===== src/rtl/SB_codex_pkg.sv =====
// Shared sideband codex types: message opcodes, TX arbiter FSM states and defaults.
// Pure declarations, no logic.
// Imported by the sideband TX arbiter and its round-robin picker.
package SB_codex_pkg;

  // Sideband message opcodes; all-zero is the idle/no-message encoding
  typedef enum logic [4:0] {
    SB_MSG_NONE            = 5'd0,
    SBINIT_OUT_OF_RESET    = 5'd1,
    SBINIT_DONE_REQ        = 5'd2,
    SBINIT_DONE_RESP       = 5'd3,
    MBINIT_PARAM_CFG_REQ   = 5'd4,
    MBINIT_PARAM_CFG_RESP  = 5'd5,
    MBTRAIN_VALVREF_REQ    = 5'd6,
    MBTRAIN_VALVREF_RESP   = 5'd7,
    ACTIVE_LINKMGMT_REQ    = 5'd8,
    ACTIVE_LINKMGMT_RESP   = 5'd9
  } SB_msg_t;

  // TX arbiter FSM states
  typedef enum logic [1:0] {
    IDLE = 2'd0,
    SEND = 2'd1,
    DONE = 2'd2
  } sb_arb_state_t;

  localparam int SB_ARB_NUM_REQ_DEF     = 4;
  localparam int SB_ARB_WDOG_CYCLES_DEF = 1024;

endpackage


===== src/rtl/sb_tx_arbiter_rr_priority_picker.sv =====
// Round-robin priority picker: first set request at or above ptr, wrapping modulo NUM_REQ.
// Purely combinational, zero latency.
// No flow control; any=0 when no request is set (grant and idx are then 0).
module rr_priority_picker #(
  parameter int NUM_REQ = 4
) (
  input  logic [NUM_REQ-1:0]         req,
  input  logic [$clog2(NUM_REQ)-1:0] ptr,
  output logic [NUM_REQ-1:0]         gnt,
  output logic [$clog2(NUM_REQ)-1:0] idx,
  output logic                       any
);

  localparam int IW = $clog2(NUM_REQ);

  int          k;
  logic [IW-1:0] kk;

  // Scan NUM_REQ positions starting at ptr; the first hit wins
  always_comb begin
    gnt = '0;
    idx = '0;
    any = 1'b0;
    k   = 0;
    kk  = '0;
    for (int i = 0; i < NUM_REQ; i++) begin
      k  = (int'(ptr) + i) % NUM_REQ;
      kk = IW'(k);
      if (!any && req[kk]) begin
        any     = 1'b1;
        gnt[kk] = 1'b1;
        idx     = kk;
      end
    end
  end

endmodule


===== src/rtl/sb_tx_arbiter.sv =====
// Round-robin arbiter for the sideband TX message channel (IDLE -> SEND -> DONE).
// Latency: request in IDLE -> valid next cycle; flag sampled -> ack next cycle; 3-cycle minimum period.
// Holds message/valid until SB_TX_msg_sendNextFlag_i; optional watchdog via SB_TX_ARB_WDOG_EN.
module sb_tx_arbiter
  import SB_codex_pkg::*;
#(
  parameter int NUM_REQ     = SB_ARB_NUM_REQ_DEF,
  parameter int WDOG_CYCLES = SB_ARB_WDOG_CYCLES_DEF
) (
  input  logic                       clk_100MHz,
  input  logic                       reset,
  input  logic [NUM_REQ-1:0]         req_valid_i,
  input  SB_msg_t                    req_msg_i [NUM_REQ],
  input  logic [63:0]                req_data_i [NUM_REQ],
  output logic [NUM_REQ-1:0]         req_ack_o,
  output logic [NUM_REQ-1:0]         req_err_o,
  output SB_msg_t                    SB_TX_msg_o,
  output logic [63:0]                SB_TX_dataBus_o,
  output logic                       SB_TX_msg_valid_o,
  input  logic                       SB_TX_msg_sendNextFlag_i,
  output logic [$clog2(NUM_REQ)-1:0] grant_idx_o,
  output logic                       busy_o
);

  localparam int IW = $clog2(NUM_REQ);

  // Reject out-of-range configurations at elaboration
  if (NUM_REQ < 2 || NUM_REQ > 8 || WDOG_CYCLES < 1) begin : g_bad_cfg
    $error("sb_tx_arbiter: NUM_REQ must be 2..8 and WDOG_CYCLES >= 1");
  end

  sb_arb_state_t      state_q, state_d;
  logic [IW-1:0]      rr_ptr_q;
  logic [IW-1:0]      gidx_q;
  logic [NUM_REQ-1:0] goh_q;
  SB_msg_t            msg_q;
  logic [63:0]        data_q;

  logic [NUM_REQ-1:0] pick_gnt;
  logic [IW-1:0]      pick_idx;
  logic               pick_any;
  logic               grant_now;
  logic               wdog_hit;

  rr_priority_picker #(.NUM_REQ(NUM_REQ)) u_picker (
    .req (req_valid_i),
    .ptr (rr_ptr_q),
    .gnt (pick_gnt),
    .idx (pick_idx),
    .any (pick_any)
  );

  assign grant_now = (state_q == IDLE) && pick_any;

`ifdef SB_TX_ARB_WDOG_EN
  localparam int CW = $clog2(WDOG_CYCLES + 1);

  logic [CW-1:0] wdog_cnt_q;
  logic          err_q;

  // Abort on the SEND cycle that would bring the no-flag count up to WDOG_CYCLES
  assign wdog_hit = (wdog_cnt_q == CW'(WDOG_CYCLES - 1));

  // Watchdog counter and abort flag; a flag in the limit cycle still counts as success
  always_ff @(posedge clk_100MHz or negedge reset) begin
    if (!reset) begin
      wdog_cnt_q <= '0;
      err_q      <= 1'b0;
    end else if (grant_now) begin
      wdog_cnt_q <= '0;
      err_q      <= 1'b0;
    end else if (state_q == SEND && !SB_TX_msg_sendNextFlag_i) begin
      wdog_cnt_q <= wdog_cnt_q + CW'(1);
      if (wdog_hit) err_q <= 1'b1;
    end
  end
`else
  assign wdog_hit = 1'b0;
`endif

  // State register
  always_ff @(posedge clk_100MHz or negedge reset) begin
    if (!reset) state_q <= IDLE;
    else        state_q <= state_d;
  end

  // Next-state logic; requester inputs only matter in IDLE, the flag only in SEND
  always_comb begin
    state_d = state_q;
    case (state_q)
      IDLE:    if (pick_any) state_d = SEND;
      SEND:    if (SB_TX_msg_sendNextFlag_i || wdog_hit) state_d = DONE;
      DONE:    state_d = IDLE;
      default: state_d = IDLE;
    endcase
  end

  // Capture the winner's message/data and advance the round-robin pointer on a grant
  always_ff @(posedge clk_100MHz or negedge reset) begin
    if (!reset) begin
      rr_ptr_q <= '0;
      gidx_q   <= '0;
      goh_q    <= '0;
      msg_q    <= SB_MSG_NONE;
      data_q   <= '0;
    end else if (grant_now) begin
      rr_ptr_q <= (pick_idx == IW'(NUM_REQ - 1)) ? '0 : pick_idx + IW'(1);
      gidx_q   <= pick_idx;
      goh_q    <= pick_gnt;
      msg_q    <= req_msg_i[pick_idx];
      data_q   <= req_data_i[pick_idx];
    end
  end

  // Outputs decoded from state; ack/err are the registered one-hot grant gated by DONE
  always_comb begin
    SB_TX_msg_o       = msg_q;
    SB_TX_dataBus_o   = data_q;
    grant_idx_o       = gidx_q;
    SB_TX_msg_valid_o = (state_q == SEND);
    busy_o            = (state_q != IDLE);
    req_ack_o         = (state_q == DONE) ? goh_q : '0;
`ifdef SB_TX_ARB_WDOG_EN
    req_err_o         = (state_q == DONE && err_q) ? goh_q : '0;
`else
    req_err_o         = '0;
`endif
  end

endmodule


===== config.mk =====
export PLATFORM = sky130hd
export DESIGN_NAME = sb_tx_arbiter
export DESIGN_NICKNAME = d
export VERILOG_FILES = /design/src/rtl/SB_codex_pkg.sv /design/src/rtl/sb_tx_arbiter_rr_priority_picker.sv /design/src/rtl/sb_tx_arbiter.sv
export SDC_FILE = /design/constraint.sdc
export NUM_CORES = 1
export LEC_CHECK = 0
export ABC_AREA = 1
export BUFFER_PORTS_ARGS = -buffer_cell sky130_fd_sc_hd__buf_2
export CORE_AREA = 2 2 140 142
export CTS_CLUSTER_SIZE = 40
export DETAILED_ROUTE_END_ITERATION = 16
export DIE_AREA = 0 0 142 144
export PLACE_DENSITY = 0.67
export REMOVE_ABC_BUFFERS = 1
export SKIP_LAST_GASP = 1
export SLEW_MARGIN = 30
export SYNTH_ARGS = -nofsm -noshare
export SYNTH_HDL_FRONTEND = slang
export SYNTH_SLANG_ARGS = --single-unit
export TNS_END_PERCENT = 10

===== constraint.sdc =====
create_clock -name clk_100MHz -period 3.1 [get_ports clk_100MHz]
set_input_delay 0.31 -clock clk_100MHz [delete_from_list [all_inputs] [get_ports clk_100MHz]]
set_output_delay 0.31 -clock clk_100MHz [all_outputs]
set_load 0.02 [all_outputs]

==> impl_metrics.csv, run 1 <==
group,metric,value,unit
drt,drt-total-wl,21440,µm
grt,grt_pass1_wl,32530,µm
placement,place.gp.congestion,0.8740,
placement,port_buffers,359,
critical_path,crit_required,3.32,ns
critical_path,cp_data_arrival_time,3.08,ns
placement,place_ws,0.1417,ns
yosys,ys.flop_type,"dfrtp_1",
floorplan,die_x,142,µm
yosys,yosys.cell_types.count,34,
critical_path,crit_fanout,113,
timing,hold_viol,3,
drt,ant_nets,0,
yosys,synthArstFlopShare,1.000,
grt,track_usage,0.2002,
finish,n_fill_cell,2043,
yosys,yosysSeqAreaShare,0.3157,
timing,max_freq,349.3,MHz
finish,layout-drive-gt1-share,0.3188,
power_and_ir_drop,p_clk_frac,0.101,
power_and_ir_drop,ir_drop,1.069,mV
timing,finalClockSkew,0.008997,ns
floorplan,initial_core_util,0.3282,
grt,antenna_found_initial,1,
yosys,synth_edf_count,0,
timing,rsz0062_at_grt,"true",
timing,setup_slack,0.2368,ns
drt,drt_iter0_markers,347,
cts,numCtsBuffers,9,
timing,slew_viol_final,0,
worst_hold_path,hold_path_class,"in2async",
grt,grt-ovfl-total,0,
drt,vias,7416,
timing,max_slew_margin,0.4718,
yosys,synth_area,6261,µm²
cts,clock_latency,0.34,ns
cts,cts_tree,"yes",
finish,nets,1638,
critical_path,r2r_start,"rr_ptr_q[0]$_DFFE_PN0P_",
power_and_ir_drop,p_sw_frac,0.5410,
yosys,synth.top_cells.by_count,"nand2_1, inv_1, nand3_1",
grt,grt_pass1_vias,6592,
finish,syn_to_final_growth,36.49,%
yosys,yosysMostFrequentCell,"nand2_1",
cts,clockRootBuffer,"clkbuf_16",
yosys,synth_seq_cells,79,
yosys,synth_area_leaders,"dfrtp_1, nand2_1, nand3_1",
timing,setup_viol,0,
floorplan,row_count,51,
timing,worst_pin_slew,0.7923,ns
drt,viasPerCell,4.664,
critical_path,r2r_setup_slack,0.24,ns
yosys,syn_area_per_cell,6.120,µm²
drt,drc,0,
cts,htreeDepth,3,
floorplan,core,19080,µm²
yosys,synth.top_cell.area_share,0.3157,
finish,stdcell_area,8546,µm²
timing,fin_crit_sh,0.9236,
critical_path,cp-start-kind,"register",
drt,avgRoutedWirePerCell,13.48,µm
power_and_ir_drop,p_int,5.141,mW
grt,grt_max_degree,114,
power_and_ir_drop,switchingPower,6.059,mW
status,violations,"hold timing",
power_and_ir_drop,p_per_area,1311,nW/µm²
drt,first_pass_iters,5,
power_and_ir_drop,sequentialPowerShare,0.171,
critical_path,rr_worst_depth,12,
finish,antenna-diode-count,0,
cts,clkSinkCount,79,
timing,fin_crit,2.863,ns
placement,place_area,8197,µm²
placement,dpl.cell_count,1574,
yosys,syn_inst,1023,
yosys,yosys.area.top_type,"dfrtp_1",
critical_path,r2r-end,"SB_TX_msg_o[2]$_DFFE_PN0P_",
placement,dp_hpwl,15940,µm
power_and_ir_drop,power.total,11.20,mW
yosys,yosys_warnings,0,
cts,clockBufferDepth,2,
floorplan,dieArea,20450,µm²
floorplan,io_pins,364,
cts,clk_pin_slew,0.06,ns
critical_path,endpoint_kind,"register",
finish,instances_no_fill,1590,
critical_path,crit_type,"reg2reg",
power_and_ir_drop,pwr-share-comb,0.728,
timing,hold_slack,-0.01468,ns
floorplan,die_h,144,µm
job,maxCapViolations,0,
status,status,"finished, violations left",
power_and_ir_drop,p_leak,5.288,nW
[cells by family after synthesis]
kind of cell | share of synthesized area
adder cells (fa/ha/maj) | 0.01199
AND/OR/NAND/NOR | 0.4938
AO/OA/AOI/OAI | 0.01919
other | 0.0005989
buffers and inverters | 0.1587
flip-flops | 0.3157
[sequential cells by signal, summed over array words and instances (netlist names)]
signal           flops
SB_TX_dataBus_o     64
SB_TX_msg_o          5
goh_q                4
grant_idx_o          2
rr_ptr_q             2
state_q              2
[layout make-up]
| type | instances | area (µm²) | share of cell area |
|---|---|---|---|
| timing repair buffer | 373 | 1983 | 0.2321 |
| inverter | 177 | 664.4 | 0.07775 |
| clock buffer | 10 | 229.0 | 0.02679 |
| multi-input combinational | 709 | 3322 | 0.3887 |
| sequential | 79 | 1977 | 0.2313 |
| clock inverter | 4 | 72.57 | 0.008492 |
| tap | 238 | 297.8 | 0.03485 |
[power by group through the flow]
stage | Combinational (mW) | Sequential (mW) | Clock [mW]
2_1_floorplan | 4.19 | 2.45 | 0
3_3_place_gp | 7.92 | 1.92 | 0
3_5_place_dp | 8.07 | 1.92 | 0
4_1_cts | 8.07 | 1.92 | 1.17
5_1_grt | 9.20 | 1.98 | 1.20
6_report | 8.15 | 1.92 | 1.13
[worst max-delay path, cell delays in order, from the launching register on]
cell and delay [ns]:
dfrtp_1 0.54, inv_2 0.14, ha_1 0.37, inv_1 0.11, nand2_1 0.09, nand2_2 0.07, nor2_4 0.17, nand3_2 0.23
nand3_4 0.23, buf_12 0.33, nand2_1 0.14, nand3b_1 0.13, nand3_1 0.09
[cells in the final DEF (no fill, tap or decap), types with 2 or more instances in the layout]
cell type / instances
a21oi_1: 4
a22oi_1: 4
a31oi_1: 3
buf_12: 6
buf_2: 358
buf_4: 8
bufinv_16: 2
clkbuf_16: 9
conb_1: 4
dfrtp_1: 79
ha_1: 6
inv_1: 173
inv_2: 4
nand2_1: 380
nand2_2: 2
nand2_4: 2
nand3_1: 150
nand3_2: 2
nand3b_1: 28
nand4_1: 30
nor2_1: 41
nor2_4: 3
o21ai_1: 3
or2_1: 9
or2_2: 28
[per-stage QoR]
stage	TNS, ns	utilization
2_1_floorplan	-142.43	-
3_3_place_gp	0	0.4294
3_5_place_dp	0	0.4296
4_1_cts	0	0.4454
5_1_grt	-0.1194	0.4479
6_report	0	0.4479
[repair_timing]
action / in CTS / in global routing
buffers inserted: 0 / 2
hold buffers: 0 / 0
setup endpoints to repair: 0 / 61
resized for setup: 0 / 1
[worst max-delay path by stage]
stage	from	to	depth (start not counted)	slack, ns
after floorplan	rr_ptr_q[0]$_DFFE_PN0P_	rr_ptr_q[1]$_DFFE_PN0P_	12	-2.61
after global placement	rr_ptr_q[0]$_DFFE_PN0P_	SB_TX_dataBus_o[35]$_DFFE_PN0P_	11	0.29
after detailed placement	rr_ptr_q[0]$_DFFE_PN0P_	SB_TX_dataBus_o[35]$_DFFE_PN0P_	11	0.14
after CTS	rr_ptr_q[0]$_DFFE_PN0P_	SB_TX_dataBus_o[35]$_DFFE_PN0P_	11	0.13
after global routing	rr_ptr_q[0]$_DFFE_PN0P_	SB_TX_dataBus_o[61]$_DFFE_PN0P_	14	-0.04
final	rr_ptr_q[0]$_DFFE_PN0P_	SB_TX_msg_o[2]$_DFFE_PN0P_	12	0.24
[metal layers]
metal,vias up,share of wire,global-route usage
met4,0,0.018,0.06316
met5,-,0,0
met1,3318,0.43,0.2495
li1,3768,-,-
met2,309,0.49,0.3547
met3,21,0.067,0.03245
Power figures use the tool's default switching activity.
==> run 2: changes to the inputs <==
--- a/config.mk
+++ b/config.mk
@@ -5,13 +5,13 @@
 export SDC_FILE = /design/constraint.sdc
 export NUM_CORES = 1
 export LEC_CHECK = 0
-export ABC_AREA = 1
 export BUFFER_PORTS_ARGS = -buffer_cell sky130_fd_sc_hd__buf_2
-export CORE_AREA = 2 2 140 142
+export CELL_PAD_IN_SITES_DETAIL_PLACEMENT = 0
+export CELL_PAD_IN_SITES_GLOBAL_PLACEMENT = 2
+export CORE_UTILIZATION = 23
 export CTS_CLUSTER_SIZE = 40
 export DETAILED_ROUTE_END_ITERATION = 16
-export DIE_AREA = 0 0 142 144
-export PLACE_DENSITY = 0.67
+export PLACE_DENSITY = 0.86
 export REMOVE_ABC_BUFFERS = 1
 export SKIP_LAST_GASP = 1
 export SLEW_MARGIN = 30
==> run 2 against run 1 <==
Clock skew decreased by 0.0040 ns; clock-buffer cell count unchanged; non-clock buffer count increased by 11; via count decreased by 28%; the run now ends clean; flip-flop and latch count unchanged; synthesized cell count decreased by 51%; setup slack improved by 0.38 ns; critical path depth decreased by 4; clock power increased by 4%; utilization decreased by 10 points.
==> impl_metrics.csv, run 2 <==
group,metric,value,unit
status,status,"complete, no violations",
drt,drt-total-wl,19080,µm
finish,layout-drive-gt1-share,0.4794,
timing,rsz0062_at_grt,"false",
power_and_ir_drop,sequentialPowerShare,0.214,
drt,wl_met3,1488,µm
cts,cts_tree,"yes",
placement,dp_hpwl,14610,µm
yosys,syn_area_per_cell,10.36,µm²
finish,final_common_cell,"buf_2",
worst_hold_path,hold_depth,2,
critical_path,cp_data_arrival_time,2.69,ns
cts,htreeDepth,3,
critical_path,crit_fanout,44,
critical_path,slowest_delay,0.39,ns
critical_path,worstPathCellList,"inv_2 -> ha_1 -> a311o_1 -> a21oi_4 -> buf_12 -> buf_4 -> mux2i_1 -> o221ai_1",
yosys,yosysMostFrequentCell,"mux2i_1",
finish,largest_reg_flops,64,
floorplan,die_h,151.6,µm
drt,first_pass_iters,4,
yosys,synth_area,5149,µm²
finish,post-route-util,0.3464,
power_and_ir_drop,ir_drop,0.5854,mV
drt,drt_iter0_markers,172,
drt,m1WireLength,8178,µm
critical_path,cp_top_family,"compound AO/OA/AOI/OAI gates",
drt,viasPerCell,4.699,
grt,grt-ovfl-total,0,
power_and_ir_drop,p_sw_frac,0.4568,
yosys,syn_inst,497,
placement,place.gp.congestion,0.7743,
yosys,ys.flop_type,"dfrtp_1",
drt,wl_met2,9215,µm
power_and_ir_drop,p_int,4.638,mW
power_and_ir_drop,power.total,8.538,mW
grt,grt_pass1_vias,5247,
drt,ant_nets,0,
yosys,yosys.cell_types.count,41,
job,maxCapViolations,0,
timing,max_freq,403.5,MHz
yosys,yosys_warnings,0,
cts,clockRootBuffer,"clkbuf_16",
floorplan,die_x,151.6,µm
timing,hold_viol,0,
timing,slew_viol_final,0,
grt,track_usage,0.1594,
timing,fin_crit_sh,0.7995,
critical_path,crit_type,"reg2reg",
timing,finalClockSkew,0.004985,ns
critical_path,cp-start-kind,"register",
timing,setup_tns,0,ns
floorplan,initial_core_util,0.2352,
yosys,yosys.area.top_type,"dfrtp_1",
yosys,yosysSeqAreaShare,0.3840,
power_and_ir_drop,p_per_area,1126,nW/µm²
finish,area.sequential,1977,µm²
critical_path,rr_worst_depth,8,
worst_hold_path,hold_path_class,"in2reg",
timing,setup_viol,0,
cts,clock_latency,0.34,ns
yosys,synth.top_cell.area_share,0.3840,
critical_path,path_depth,8,
floorplan,dieArea,22990,µm²
grt,antenna_found_initial,0,
drt,vias,5319,
yosys,synth.top_cells.by_count,"mux2i_1, dfrtp_1, nand2_1",
yosys,synthArstFlopShare,1.000,
power_and_ir_drop,pwr-share-comb,0.648,
cts,postCtsSetupBuffers,0,
critical_path,crit_slowest_cell,"dfrtp_1",
grt,grt_max_degree,45,
critical_path,crit_required,3.31,ns
power_and_ir_drop,switchingPower,3.901,mW
finish,instances_no_fill,1132,
drt,top_layer,"met4",
critical_path,endpoint_kind,"register",
timing,setup_slack,0.6215,ns
grt,grt_pass1_wl,28160,µm
critical_path,crit_buf_inv,3,
power_and_ir_drop,p_leak,3.849,nW
power_and_ir_drop,p_clk_frac,0.138,
yosys,synth_seq_cells,79,
floorplan,io_pins,364,
cts,clockBufferDepth,2,
floorplan,core,21890,µm²
yosys,synth_area_leaders,"dfrtp_1, mux2i_1, o221ai_1",
yosys,synth_edf_count,0,
finish,multiInputGateArea,2858,µm²
cts,clkSinkCount,79,
drt,drc,0,
finish,final_cell_mix,"buf_2, mux2i_1, dfrtp_1",
finish,syn_to_final_growth,47.29,%
placement,dpl.cell_count,1114,
cts,clk_pin_slew,0.06,ns
finish,n_fill_cell,2313,
timing,max_slew_margin,0.5906,
timing,fin_crit,2.478,ns
drt,avgRoutedWirePerCell,16.85,µm
timing,worst_pin_slew,0.6122,ns
floorplan,row_count,54,
placement,port_buffers,359,
finish,nets,1135,
placement,place_ws,0.6347,ns
cts,numCtsBuffers,9,
==> run 2: cell types whose count changed after synthesis, moves of 10 or more <==
| cell | change |
|---|---|
| nor2_1 | -32 |
| nand3_1 | -149 |
| buf_2 | -27 |
| o221ai_1 | +70 |
| or2_2 | -27 |
| nand4_1 | -30 |
| clkbuf_1 | +10 |
| inv_1 | -167 |
| mux2i_1 | +141 |
| nand2_1 | -303 |
| buf_6 | +11 |
| nand3b_1 | -28 |
==> run 2: per-stage QoR <==
stage	hold slack [ns]	area (µm²)
floorplan	0.01441	4850
CTS	0.1504	7581
global placement	0.3101	7257
detailed placement	0.3183	7257
finish	0.1768	7584
global route	0.1756	7581
==> run 2: final cells by class <==
class / instances / area share
Tap cell: 280 / 0.04620
Sequential cell: 79 / 0.2607
Clock buffer: 10 / 0.03019
Antenna cell: 1 / 0.0003300
Inverter: 8 / 0.003960
Clock inverter: 6 / 0.01122
Timing Repair Buffer: 384 / 0.2706
Multi-Input combinational cell: 364 / 0.3768
==> run 2: worst reg2reg max path, delay by kind of cell (launching register included) <==
| family | cells | cell delay [ns] |
|---|---|---|
| buffers and inverters | 3 | 0.72 |
| AOI/OAI and AO/OA | 3 | 0.71 |
| DFF | 1 | 0.39 |
| adders and majority gates | 1 | 0.33 |
| muxes | 1 | 0.20 |
==> run 2: worst paths after layout <==
check | from | endpoint | slack, ns
setup / recovery | rr_ptr_q[1]$_DFFE_PN0P_ | SB_TX_dataBus_o[36]$_DFFE_PN0P_ | 0.62
hold / removal | SB_TX_msg_sendNextFlag_i | state_q[0]$_DFFE_PN0P_ | 0.18
setup reg to reg | rr_ptr_q[1]$_DFFE_PN0P_ | SB_TX_dataBus_o[36]$_DFFE_PN0P_ | 0.62
hold reg to reg | SB_TX_dataBus_o[22]$_DFFE_PN0P_ | SB_TX_dataBus_o[22]$_DFFE_PN0P_ | 0.48
max in group asynchronous | reset | SB_TX_dataBus_o[14]$_DFFE_PN0P_ | 1.89
min in group asynchronous | reset | SB_TX_dataBus_o[23]$_DFFE_PN0P_ | 0.47
==> run 2: metal layers <==
metal  vias up  track usage
met5         -            0
met3        17      0.03563
li1       2575            -
met1      2502       0.2021
met2       225       0.2712
met4         0      0.04208
==> run 2: cells by family after synthesis <==
family | Yosys count | share of synthesized area
adder cells (fa/ha/maj) | 6 | 0.01458
other | 1 | 0.0007283
AO/OA/AOI/OAI | 109 | 0.1721
AND/OR/NAND/NOR | 102 | 0.08238
XOR/XNOR | 1 | 0.001701
flip-flops | 79 | 0.3840
multiplexers | 142 | 0.2785
buffers and inverters | 57 | 0.06610
==> run 2: power groups by stage <==
stage          clock network, mW  logic (mW)  registers [mW]
5_1_grt                     1.25        6.03            1.90
6_report                    1.18        5.53            1.83
3_3_place_gp                   0        5.56            1.83
3_5_place_dp                   0        5.60            1.84
4_1_cts                     1.22        5.60            1.83
2_1_floorplan                  0        3.04            2.43
==> run 2: repair_timing <==
item | CTS | global route
hold endpoints to repair | 31 | 0
resized for setup | 0 | 0
hold buffers | 1 | 0
